--- src/rtl/spi_bridge_pkg.sv ---
// Shared types and constants for the SPI-to-Avalon bridge master.
package spi_bridge_pkg;

    typedef enum logic [2:0] {
        StIdle,
        StSetup,
        StShift,
        StHold,
        StGap
    } state_e;

    localparam int unsigned CMD_WRITE_BIT = 7;
    localparam int unsigned CMD_BE_LSB    = 0;

    // Command + address + dummy bytes + data.
    function automatic int unsigned frame_bits(input int unsigned wait_bytes);
        return 72 + 8 * wait_bytes;
    endfunction

endpackage

--- src/rtl/spi_bridge_tick.sv ---
// Half-period timer: rise ends a low half-period, fall ends a high one.
module spi_bridge_tick #(
    parameter int unsigned CLK_DIV = 4
) (
    input  logic clk,
    input  logic nreset,
    input  logic en,
    input  logic clear,
    output logic rise,
    output logic fall
);

    localparam int unsigned CW = (CLK_DIV > 1) ? $clog2(CLK_DIV) : 1;

    logic [CW-1:0] cnt_q;
    logic          phase_q;
    logic          half_done;

    assign half_done = en && (cnt_q == CW'(CLK_DIV - 1));
    assign rise      = half_done && !phase_q;
    assign fall      = half_done && phase_q;

    always_ff @(posedge clk) begin
        if (!nreset || !en || clear) begin
            cnt_q   <= '0;
            phase_q <= 1'b0;
        end else if (half_done) begin
            cnt_q   <= '0;
            phase_q <= ~phase_q;
        end else begin
            cnt_q <= cnt_q + CW'(1);
        end
    end

endmodule

--- src/rtl/spi_bridge_master.sv ---
// SPI mode-0 master issuing one fixed-length register frame per accepted request.
// One shift register carries the outgoing frame from the MSB and collects miso at the LSB.
module spi_bridge_master
    import spi_bridge_pkg::*;
#(
    parameter int unsigned CLK_DIV    = 4,
    parameter int unsigned WAIT_BYTES = 1
) (
    input  logic        clk,
    input  logic        nreset,
    input  logic        req_valid,
    output logic        req_ready,
    input  logic        req_write,
    input  logic [3:0]  req_byte_enable,
    input  logic [31:0] req_address,
    input  logic [31:0] req_wdata,
    output logic        rsp_valid,
    output logic [31:0] rsp_rdata,
    output logic        busy,
    output logic        spi_clk,
    output logic        csn,
    output logic        mosi,
    input  logic        miso
);

    localparam int unsigned NBITS = frame_bits(WAIT_BYTES);
    localparam int unsigned BW    = $clog2(NBITS);
    localparam int unsigned GW    = $clog2(CLK_DIV + 1);

    state_e             state_q, state_d;
    logic [NBITS-1:0]   sr_q, sr_d;
    logic [BW-1:0]      bit_q, bit_d;
    logic [GW-1:0]      gap_q, gap_d;
    logic               miso_q, miso_d;
    logic               csn_q, csn_d;
    logic               sclk_q, sclk_d;
    logic               rsp_valid_q, rsp_valid_d;
    logic [31:0]        rdata_q, rdata_d;
    logic [7:0]         cmd;
    logic               tick_en, tick_clear, rise, fall;

    assign tick_en    = (state_q == StSetup) || (state_q == StShift) || (state_q == StHold);
    // The setup half-period must not leave the phase bit set for the first shift bit.
    assign tick_clear = (state_q == StSetup) && rise;

    spi_bridge_tick #(
        .CLK_DIV(CLK_DIV)
    ) u_tick (
        .clk   (clk),
        .nreset(nreset),
        .en    (tick_en),
        .clear (tick_clear),
        .rise  (rise),
        .fall  (fall)
    );

    assign cmd = 8'((32'(req_write) << CMD_WRITE_BIT) | (32'(req_byte_enable) << CMD_BE_LSB));

    always_comb begin
        state_d     = state_q;
        sr_d        = sr_q;
        bit_d       = bit_q;
        gap_d       = gap_q;
        miso_d      = miso_q;
        csn_d       = csn_q;
        sclk_d      = sclk_q;
        rsp_valid_d = 1'b0;
        rdata_d     = rdata_q;
        unique case (state_q)
            StIdle: begin
                if (req_valid) begin
                    state_d                 = StSetup;
                    csn_d                   = 1'b0;
                    sclk_d                  = 1'b0;
                    bit_d                   = BW'(NBITS - 1);
                    sr_d                    = '0;
                    sr_d[NBITS-1 -: 8]      = cmd;
                    sr_d[NBITS-9 -: 32]     = req_address;
                    sr_d[31:0]              = req_write ? req_wdata : 32'h0;
                end
            end
            StSetup: begin
                if (rise) state_d = StShift;
            end
            StShift: begin
                if (rise) begin
                    sclk_d = 1'b1;
                    miso_d = miso;
                end else if (fall) begin
                    sclk_d = 1'b0;
                    sr_d   = {sr_q[NBITS-2:0], miso_q};
                    if (bit_q == '0) state_d = StHold;
                    else             bit_d   = bit_q - BW'(1);
                end
            end
            StHold: begin
                if (rise) begin
                    state_d     = StGap;
                    csn_d       = 1'b1;
                    rsp_valid_d = 1'b1;
                    rdata_d     = sr_q[31:0];
                    gap_d       = GW'(CLK_DIV - 1);
                end
            end
            StGap: begin
                if (gap_q == '0) state_d = StIdle;
                else             gap_d   = gap_q - GW'(1);
            end
            default: state_d = StIdle;
        endcase
    end

    always_ff @(posedge clk) begin
        if (!nreset) begin
            state_q     <= StIdle;
            sr_q        <= '0;
            bit_q       <= '0;
            gap_q       <= '0;
            miso_q      <= 1'b0;
            csn_q       <= 1'b1;
            sclk_q      <= 1'b0;
            rsp_valid_q <= 1'b0;
            rdata_q     <= '0;
        end else begin
            state_q     <= state_d;
            sr_q        <= sr_d;
            bit_q       <= bit_d;
            gap_q       <= gap_d;
            miso_q      <= miso_d;
            csn_q       <= csn_d;
            sclk_q      <= sclk_d;
            rsp_valid_q <= rsp_valid_d;
            rdata_q     <= rdata_d;
        end
    end

    assign req_ready = (state_q == StIdle);
    assign busy      = (state_q != StIdle);
    assign csn       = csn_q;
    assign spi_clk   = sclk_q;
    assign mosi      = ((state_q == StSetup) || (state_q == StShift)) && sr_q[NBITS-1];
    assign rsp_valid = rsp_valid_q;
    assign rsp_rdata = rdata_q;

endmodule

--- config.mk ---
export PLATFORM = sky130hd
export DESIGN_NAME = spi_bridge_master
export DESIGN_NICKNAME = d
export VERILOG_FILES = /design/src/rtl/spi_bridge_pkg.sv /design/src/rtl/spi_bridge_tick.sv /design/src/rtl/spi_bridge_master.sv
export SDC_FILE = /design/constraint.sdc
export NUM_CORES = 1
export LEC_CHECK = 0
export CORE_ASPECT_RATIO = 0.8
export CORE_UTILIZATION = 45
export DETAILED_ROUTE_END_ITERATION = 10
export PLACE_DENSITY = 0.69
export REMOVE_ABC_BUFFERS = 1
export SYNTH_ARGS = -nofsm -noshare
export SYNTH_HDL_FRONTEND = slang
export SYNTH_SLANG_ARGS = --single-unit
--- constraint.sdc ---
create_clock -name clk -period 1.95 [get_ports clk]
set_input_delay 0.39 -clock clk [delete_from_list [all_inputs] [get_ports clk]]
set_output_delay 0.39 -clock clk [all_outputs]
set_load 0.005 [all_outputs]
=== Yosys cells after proc, flatten, opt, wreduce, memory -nomap -nowiden ===
Cells that the tools add are included.

* Register bits: 132
* Input port bits: 73
* Output and inout bits: 38
* Logic and storage cells: 88

* Add/subtract/negate cells: 3
* Equality and inequality tests: 15
* Muxes and demuxes: 28
* Bitwise operators: 2
* Reduce and logical (&&, ||, !) cells: 29

{| class="wikitable"
|+ Operators with widths
! cell !! number
|-
| 2-to-1 mux 80 bit || 3
|-
| one-hot mux 80 bit (2 select lines) || 1
|-
| 2-to-1 mux 32 bit || 1
|-
| 2-to-1 mux 7 bit || 4
|-
| 2-to-1 mux 3 bit || 9
|-
| != test 2 bit (second input constant) || 8
|-
| one-hot mux 3 bit (5 select lines) || 1
|-
| one-hot mux 7 bit (2 select lines) || 1
|-
| AND reduction 3 bit || 3
|-
| bitwise OR 8 x 4 -> 8 bit || 1
|-
| logical NOT 7 bit || 1
|-
| AND reduction 7 bit || 1
|-
| subtractor 7 x 1 -> 7 bit (second input constant) || 1
|-
| equality test 3 x 2 -> 1 bit (second input constant) || 2
|-
| logical NOT 3 bit || 2
|-
| one-hot mux 3 bit (2 select lines) || 1
|-
| AND reduction 2 bit || 3
|-
| nonzero test 2 bit || 3
|-
| logical AND 1 bit || 5
|-
| 2-to-1 mux 1 bit || 5
|-
| AND reduction 5 bit || 1
|-
| logical OR 1 bit || 4
|-
| one-hot mux 1 bit (2 select lines) || 2
|-
| AND reduction 4 bit || 1
|-
| 11 further kinds || 13
|}

=== Logic depth before layout (Yosys ltp) ===
Gate-level depths: netlist (run 1).

* Word-level depth: 8
* Depth in mapped cells: 8
* Depth with buffers taken out: 7

=== Modules after synthesis ===
A second synthesis (run 1) with hierarchy kept.

* Cell total of the unflattened synthesis: 696
* Area, all modules: 5566.6 sq um

{| class="wikitable"
|+ By module, submodules not included
! module !! instances !! cells an instance !! area each (sq um) !! sequential area each (sq um)
|-
| spi_bridge_master || 1 || 684 || 5441.5 || 2582.5
|-
| spi_bridge_tick || 1 || 12 || 125.1 || 60.1
|}

=== Least setup slack after synthesis (run 1) ===
OpenSTA, ideal clock, no wires.

* Path type: register -> register
* From: register u_tick.cnt_q[0]
* To: register bit_q[5]
* Setup time: 0.070 ns
* Arrival: 1.675 ns
* Data required time: 1.880 ns
* Path slack: 0.206 ns
* Cell stages (with the launch flop): 7
* Path buffers: 1
* Clock period less this slack: 1.744 ns
* Path through: dfxtp_1 -> ha_1 -> buf_2 -> nand3_1 -> a211o_1 -> or4b_1 -> a21oi_1

* Longest elaborated chain between the ends: 5
* Elaborated cells between the ends (all ways): 7
* Classes of those cells: eq/ne (3); reduce/logical (4)

{| class="wikitable"
|+ RTL lines
! element !! RTL line !! text
|-
| start: declaration || spi_bridge_tick.sv:15 || <nowiki>logic [CW-1:0] cnt_q;</nowiki>
|-
| start signal: assignment || spi_bridge_tick.sv:31 || <nowiki>cnt_q <= cnt_q + CW'(1);</nowiki>
|-
| equality test 2 bit (*) || spi_bridge_tick.sv:19 || <nowiki>assign half_done = en && (cnt_q == CW'(CLK_DIV - 1));</nowiki>
|-
| logical AND 1 bit (*) || spi_bridge_tick.sv:19 ||
|-
| logical AND 1 bit (on tied branches) || spi_bridge_tick.sv:21, spi_bridge_tick.sv:20 ||
|-
| != test 2 bit (no source line) || n/a ||
|-
| AND reduction 5 bit (no source line) (*) || n/a ||
|-
| end signal: assignment || spi_bridge_master.sv:127 || <nowiki>bit_q <= bit_d;</nowiki>
|-
| end: declaration || spi_bridge_master.sv:32 || <nowiki>logic [BW-1:0] bit_q, bit_d;</nowiki>
|}

Mark *: on every way between the ends. The rest lies on a longest branch, timed or not.
A chain may end at the register's enable or synchronous reset.

=== Final worst setup path (run 1) ===
* From: register state_q[1]
* To: output busy

* Longest elaborated chain between the ends: 1

{| class="wikitable"
|+ RTL lines
! element !! RTL line !! text
|-
| start: declaration || spi_bridge_master.sv:30 || <nowiki>state_e state_q, state_d;</nowiki>
|-
| start signal: assignment || spi_bridge_master.sv:115 || <nowiki>state_q <= StIdle;</nowiki>
|-
| start signal: assignment || spi_bridge_master.sv:125 || <nowiki>state_q <= state_d;</nowiki>
|-
| nonzero test 3 bit || spi_bridge_master.sv:138 || <nowiki>assign busy = (state_q != StIdle);</nowiki>
|-
| end: declaration || spi_bridge_master.sv:19 || <nowiki>output logic busy,</nowiki>
|}

No other way between the ends.

==> metrics.yaml, run 1 <==
status: "finished, violations left"
violations: "DRC"
rsz0062_at_grt: "false"
final_nets: 870
worst_pin_slew_ns: 0.453
drtIter0Drc: 379
critPathLaunch: "state_q[1]"
port_buffers: 110
core.rowCount: 35
cp-start-kind: "register"
power_density_nw_per_um2: 949
clock_skew_ns: 0.00640
worst_slack_ns: 0.0750
synth-compound-area-share_pct: 17.4
ant_nets: 0
r2r_cells: 7
wl_um: 13800
cts_buffer_depth: 2
wl_per_cell_um: 14.4
required_ns: 1.56
fmax_ghz: 0.533
fin_total_pwr_uw: 7180
num_io_pins: 111
hpwl_um: 8880
layout_common_cells: "nand2_1, dfxtp_1, clkdlybuf4s50_1, nor2_1, a311oi_1"
ys_seq_area_share_pct: 48.4
synth-xor-area-share_pct: 0.481
ys_types: 37
synthSimpleGateAreaFrac_pct: 26.7
diodes: 0
synth_top_family_by_area: "simple AND/OR/NAND/NOR gates"
clk_latency_ns: 0.41
pre_cts_slack_ns: -0.0974
setup_tns_ns: 0
synthAdderAreaFrac_pct: 0.916
yosys_warnings: 0
syn_inst: 693
path_max_fanout: 8
initial_core_util_pct: 46.9
gr-total-overflow: 0
vias: 5194
holdBufCountCts: 0
hp-class: "reg -> reg"
final-hold-violation-count: 0
syn_to_final_growth_pct: 38.6
grt_use_total_pct: 23.2
design.core.area_um2: 11600
cts_buffers: 17
synth_area_um2: 5460
finalCritPeriodShare_pct: 96.2
die_area_um2: 12600
cts_tree: "done"
dr.pass1.iters: 8
drc_errors: 18
end_kind: "primary output"
antenna_found_initial: 0
ir_worst_vdd_mv: 0.692
arrival_ns: 1.48
muxShareOfSynthArea_pct: 0.367
crit-reg2reg-capture: "sr_q[1]"
vias_per_cell: 5.44
regToRegSetupSlack_ns: 0.11
whs_ns: 0.441
final_common_cell: "nand2_1"
htree_levels: 4
first_global_vias: 4947
period_minus_slack_ns: 1.87
maxCapViolCount: 0
clk_pin_slew_worst_paths_ns: 0.05
r2r-start: "state_q[0]"
drive_above_1_share_pct: 9.18
crit_end: "busy"
p_leak_uw: 0.00275
gp_congestion: 0.803
die_w_um: 125
ys_seq_elements: 132
root_buffer: "clkbuf_16"
grt_pass1_wl_um: 23300
avgSynthCellArea_um2: 7.88
clock_sinks: 132
path_class: "reg -> out"
slew_headroom_pct: 69.8
grt_start_max_net_pins: 73
die_h_um: 101
setup_violations: 0
final_max_slew_viol_count: 0
[registers in the layout, indices dropped and copies added, names as in the netlist]
signal,count
bit_q,7
csn,1
gap_q,3
miso_q,1
rsp_rdata,32
rsp_valid,1
spi_clk,1
sr_q,80
state_q,3
u_tick.cnt_q,2
u_tick.phase_q,1
[power by group]
group / switching [µW] / internal (µW)
clock: 1130 / 2500
sequential: 89.2 / 2830
combinational: 294 / 343
total: 1510 / 5670
[final cells by class]
type                    instances  area, µm²
multi-input cells             490       2530
clock inverters                 9        198
clock buffers                  23        478
repair buffers                144       1500
inverters                       8       31.3
flip-flops and latches        132       2640
well taps                     148        185
fillers                       997       4080
[metal layers]
metal | track usage [%] | routed length [µm] | vias up
met5 | 0 | 0 | -
met4 | 7.97 | 108 | 0
met3 | 6.63 | 882 | 12
met2 | 38.0 | 6400 | 155
met1 | 29.6 | 6370 | 2423
li1 | - | - | 2604
[cells in the mapped netlist (all sizes together)]
| master | n | area share, % |
|---|---|---|
| nand2 | 190 | 13 |
| dfxtp | 132 | 48 |
| nor2 | 83 | 5.7 |
| a311oi | 70 | 11 |
| nand3 | 49 | 4.5 |
| a21oi | 48 | 4.4 |
| clkbuf | 36 | 2.5 |
| buf | 27 | 2.7 |
| inv | 8 | 0.55 |
| nor3 | 6 | 0.55 |
| ha | 4 | 0.92 |
| or3 | 4 | 0.46 |
| a211oi | 3 | 0.41 |
| a31oi | 3 | 0.34 |
| nand2b | 3 | 0.34 |
| nor3b | 3 | 0.41 |
| nor4 | 3 | 0.34 |
| o21ai | 3 | 0.27 |
| mux2i | 2 | 0.37 |
| nor4b | 2 | 0.44 |
| or4b | 2 | 0.37 |
| xnor2 | 2 | 0.32 |
| a211o | 1 | 0.16 |
| a21boi | 1 | 0.14 |
| a221oi | 1 | 0.16 |
| a2bb2oi | 1 | 0.16 |
| and2 | 1 | 0.11 |
| nand4b | 1 | 0.16 |
| nor2b | 1 | 0.11 |
| o211ai | 1 | 0.14 |
| or2 | 1 | 0.11 |
| xor2 | 1 | 0.16 |
[critical path, cell delays in order (launching register included)]
cell and delay, ns:
dfxtp_2 0.32, buf_4 0.16, or3_4 0.39, clkdlybuf4s15_1 0.21
[per-stage QoR]
step | utilization (%) | cell area, µm² | cells
floorplan | - | 5180 | 630
global placement | 59.1 | 6890 | 921
detailed placement | 59.1 | 6890 | 921
CTS | 65.0 | 7570 | 954
global route | 65.0 | 7570 | 954
finish | 65.0 | 7570 | 954
[cell families (layout without fill, tap and decap cells)]
group,after synthesis,count (layout)
fa+ha+maj,4,4
xor+xnor,3,3
flops,132,132
compound gates,132,132
simple gates,349,349
mux,2,2
buf+inv,71,184
[worst min path at each step]
stage	cells after the start	to	start	slack, ns
2_1_floorplan	1	u_tick.cnt_q[0]	u_tick.cnt_q[0]	0.41
3_3_place_gp	1	u_tick.cnt_q[0]	u_tick.cnt_q[0]	0.42
3_5_place_dp	1	u_tick.cnt_q[0]	u_tick.cnt_q[0]	0.44
4_1_cts	1	u_tick.cnt_q[0]	u_tick.cnt_q[0]	0.44
5_1_grt	2	sr_q[78]	sr_q[78]	0.47
6_report	1	u_tick.cnt_q[0]	u_tick.cnt_q[0]	0.44
[repair_timing]
| item | 4_1_cts | 5_1_grt |
|---|---|---|
| endpoints found under the hold margin | 0 | 0 |
| setup buffers | 1 | 0 |
| endpoints found under the setup margin | 3 | 2 |
| cloned | 0 | 0 |
| resized for setup | 6 | 2 |
Note: power is estimated with default switching activity, not from simulation.
==> inputs of run 2 (changes only) <==
--- a/config.mk
+++ b/config.mk
@@ -5,10 +5,12 @@
 export SDC_FILE = /design/constraint.sdc
 export NUM_CORES = 1
 export LEC_CHECK = 0
+export CELL_PAD_IN_SITES_DETAIL_PLACEMENT = 1
+export CELL_PAD_IN_SITES_GLOBAL_PLACEMENT = 1
 export CORE_ASPECT_RATIO = 0.8
-export CORE_UTILIZATION = 45
+export CORE_UTILIZATION = 37
 export DETAILED_ROUTE_END_ITERATION = 10
-export PLACE_DENSITY = 0.69
+export PLACE_DENSITY = 0.77
 export REMOVE_ABC_BUFFERS = 1
 export SYNTH_ARGS = -nofsm -noshare
 export SYNTH_HDL_FRONTEND = slang
==> metrics.yaml, run 2 (same netlist as run 1, synthesis figures left out) <==
status: "completed"  # was finished, violations left
r2r_cells: 6  # was 7
gp_congestion: 0.736  # was 0.803
antenna_found_initial: 0  # unchanged
hp-start: "rsp_rdata[22]"  # was u_tick.cnt_q[0]
crit-reg2reg-capture: "sr_q[9]"  # was sr_q[1]
drive_above_1_share_pct: 9.58  # was 9.18%
clock_sinks: 132  # unchanged
final_max_slew_viol_count: 0  # unchanged
whs_ns: 0.456  # was 0.441 ns
p_leak_uw: 0.00272  # was 0.00275 µW
fin_area_um2: 7580  # was 7570 µm²
p_switching_uw: 1610  # was 1510 µW
vias_per_cell: 5.38  # was 5.44
design.core.area_um2: 14300  # was 11600 µm²
drtIter0Drc: 271  # was 379
gr-total-overflow: 0  # unchanged
holdPathStages: 2  # was 1
end_kind: "register"  # was primary output
cp-start-kind: "register"  # unchanged
final_common_cell: "nand2_1"  # unchanged
maxCapViolCount: 0  # unchanged
numPlacedInstances: 952  # was 921
cts_buffer_depth: 2  # unchanged
clk_pin_slew_worst_paths_ns: 0.06  # was 0.05 ns
hold_end: "rsp_rdata[22]"  # was u_tick.cnt_q[0]
swShare_pct: 23.5  # was 21.0%
ant_nets: 0  # unchanged
core.rowCount: 39  # was 35
period_minus_slack_ns: 1.85  # was 1.87 ns
first_global_vias: 5453  # was 4947
path_class: "reg -> reg"  # was reg -> out
clk_latency_ns: 0.43  # was 0.41 ns
power_density_nw_per_um2: 902  # was 949 nW/µm²
diodes: 0  # unchanged
n_fill_cell: 1667  # was 997
hp-class: "reg -> reg"  # unchanged
required_ns: 2.29  # was 1.56 ns
num_io_pins: 111  # unchanged
final-hold-violation-count: 0  # unchanged
fmax_ghz: 0.541  # was 0.533 GHz
root_buffer: "clkbuf_16"  # unchanged
wl_per_cell_um: 17.0  # was 14.4 µm
initial_core_util_pct: 38.1  # was 46.9%
cts_tree: "done"  # unchanged
largest_reg_flops: 80  # unchanged
wl_um: 16800  # was 13800 µm
die_area_um2: 15300  # was 12600 µm²
vias: 5320  # was 5194
arrival_ns: 2.18  # was 1.48 ns
htree_levels: 4  # unchanged
p_clk_share_pct: 47.5  # was 50.5%
ir_worst_vdd_mv: 0.654  # was 0.692 mV
p_int_uw: 5230  # was 5670 µW
grt_use_total_pct: 22.5  # was 23.2%
die_w_um: 138  # was 125 µm
die_h_um: 111  # was 101 µm
dr.pass1.iters: 4  # was 8
pre_cts_slack_ns: -0.111  # was -0.0974 ns
hpwl_um: 10300  # was 8880 µm
worst_pin_slew_ns: 0.389  # was 0.453 ns
grt_start_max_net_pins: 85  # was 73
final_nets: 868  # was 870
path_max_fanout: 23  # was 8
cts_buffers: 17  # unchanged
regToRegSetupSlack_ns: 0.10  # was 0.11 ns
syn_to_final_growth_pct: 38.8  # was 38.6%
drc_errors: 0  # was 18
grt_pass1_wl_um: 26600  # was 23300 µm
clock_skew_ns: 0.00628  # was 0.00640 ns
layout_common_cells: "nand2_1, dfxtp_1, clkdlybuf4s50_1, nor2_1, a311oi_1"  # unchanged
placed_area_um2: 6890  # about the same
p_comb_share_pct: 9.7  # was 8.9%
finalCritPeriodShare_pct: 94.8  # was 96.2%
worst_slack_ns: 0.101  # was 0.0750 ns
holdBufCountCts: 0  # unchanged
regMostFlops: "sr_q"  # unchanged
seq_power_share_pct: 42.8  # was 40.7%
slew_headroom_pct: 73.8  # was 69.8%
r2r-start: "state_q[0]"  # unchanged
setup_violations: 0  # unchanged
layoutNonFillerInstCount: 988  # was 954
port_buffers: 110  # unchanged
run 2: worst max path at each step:
stage / startpoint / end / cells after the start
floorplan: u_tick.cnt_q[0] / bit_q[4] / 5
global placement: req_valid / bit_q[5] / 5
detailed placement: req_valid / sr_q[47] / 7
CTS: state_q[0] / sr_q[47] / 7
global route: state_q[0] / sr_q[28] / 6
finish: state_q[0] / sr_q[9] / 6
run 2: power by group through the flow:
stage / sequential (µW) / combinational (µW) / clock [µW]
after global placement: 2970 / 606 / 0
after global routing: 2940 / 727 / 3420
after CTS: 2920 / 646 / 3310
after detailed placement: 2980 / 636 / 0
final: 2930 / 662 / 3250
after floorplan: 2960 / 343 / 0
run 2: metal layers:
layer	track usage [%]	wire (µm)	up-vias
met5	0	0	-
met4	10.1	337	0
met3	4.57	860	29
met2	36.7	7910	154
met1	28.4	7690	2541
li1	-	-	2596
run 2: repair_timing:
item                                    CTS  global route
cloned                                    0             2
pin swaps                                 1             0
gates resized for setup                   7             8
endpoints found under the setup margin    3            13
buffers inserted                          2             0
run 2: worst max-delay path: stages (launching register included):
cell and delay, ns:
dfxtp_4 0.35, buf_4 0.16, buf_4 0.16, nor3b_4 0.34, buf_4 0.34, nand2_1 0.10
a311oi_1 0.29
run 2: through the flow:
stage	TNS (ns)	total power, µW	util [%]
5_1_grt	-0.0151	7090	52.8
4_1_cts	0	6880	52.3
3_5_place_dp	-1.92	3620	48.0
3_3_place_gp	-0.0943	3580	48.0
6_report	0	6840	52.8
2_1_floorplan	-444.27	3300	-
run 2: area by class of cell:
cell class	instances	area, µm²	share of cell area [%]
repair buffers	142	1520	20.1
clock inverters	11	133	1.75
well taps	184	230	3.04
flip-flops and latches	132	2650	35.0
clock buffers	21	460	6.08
multi-input cells	490	2550	33.7
inverters	8	31.3	0.413
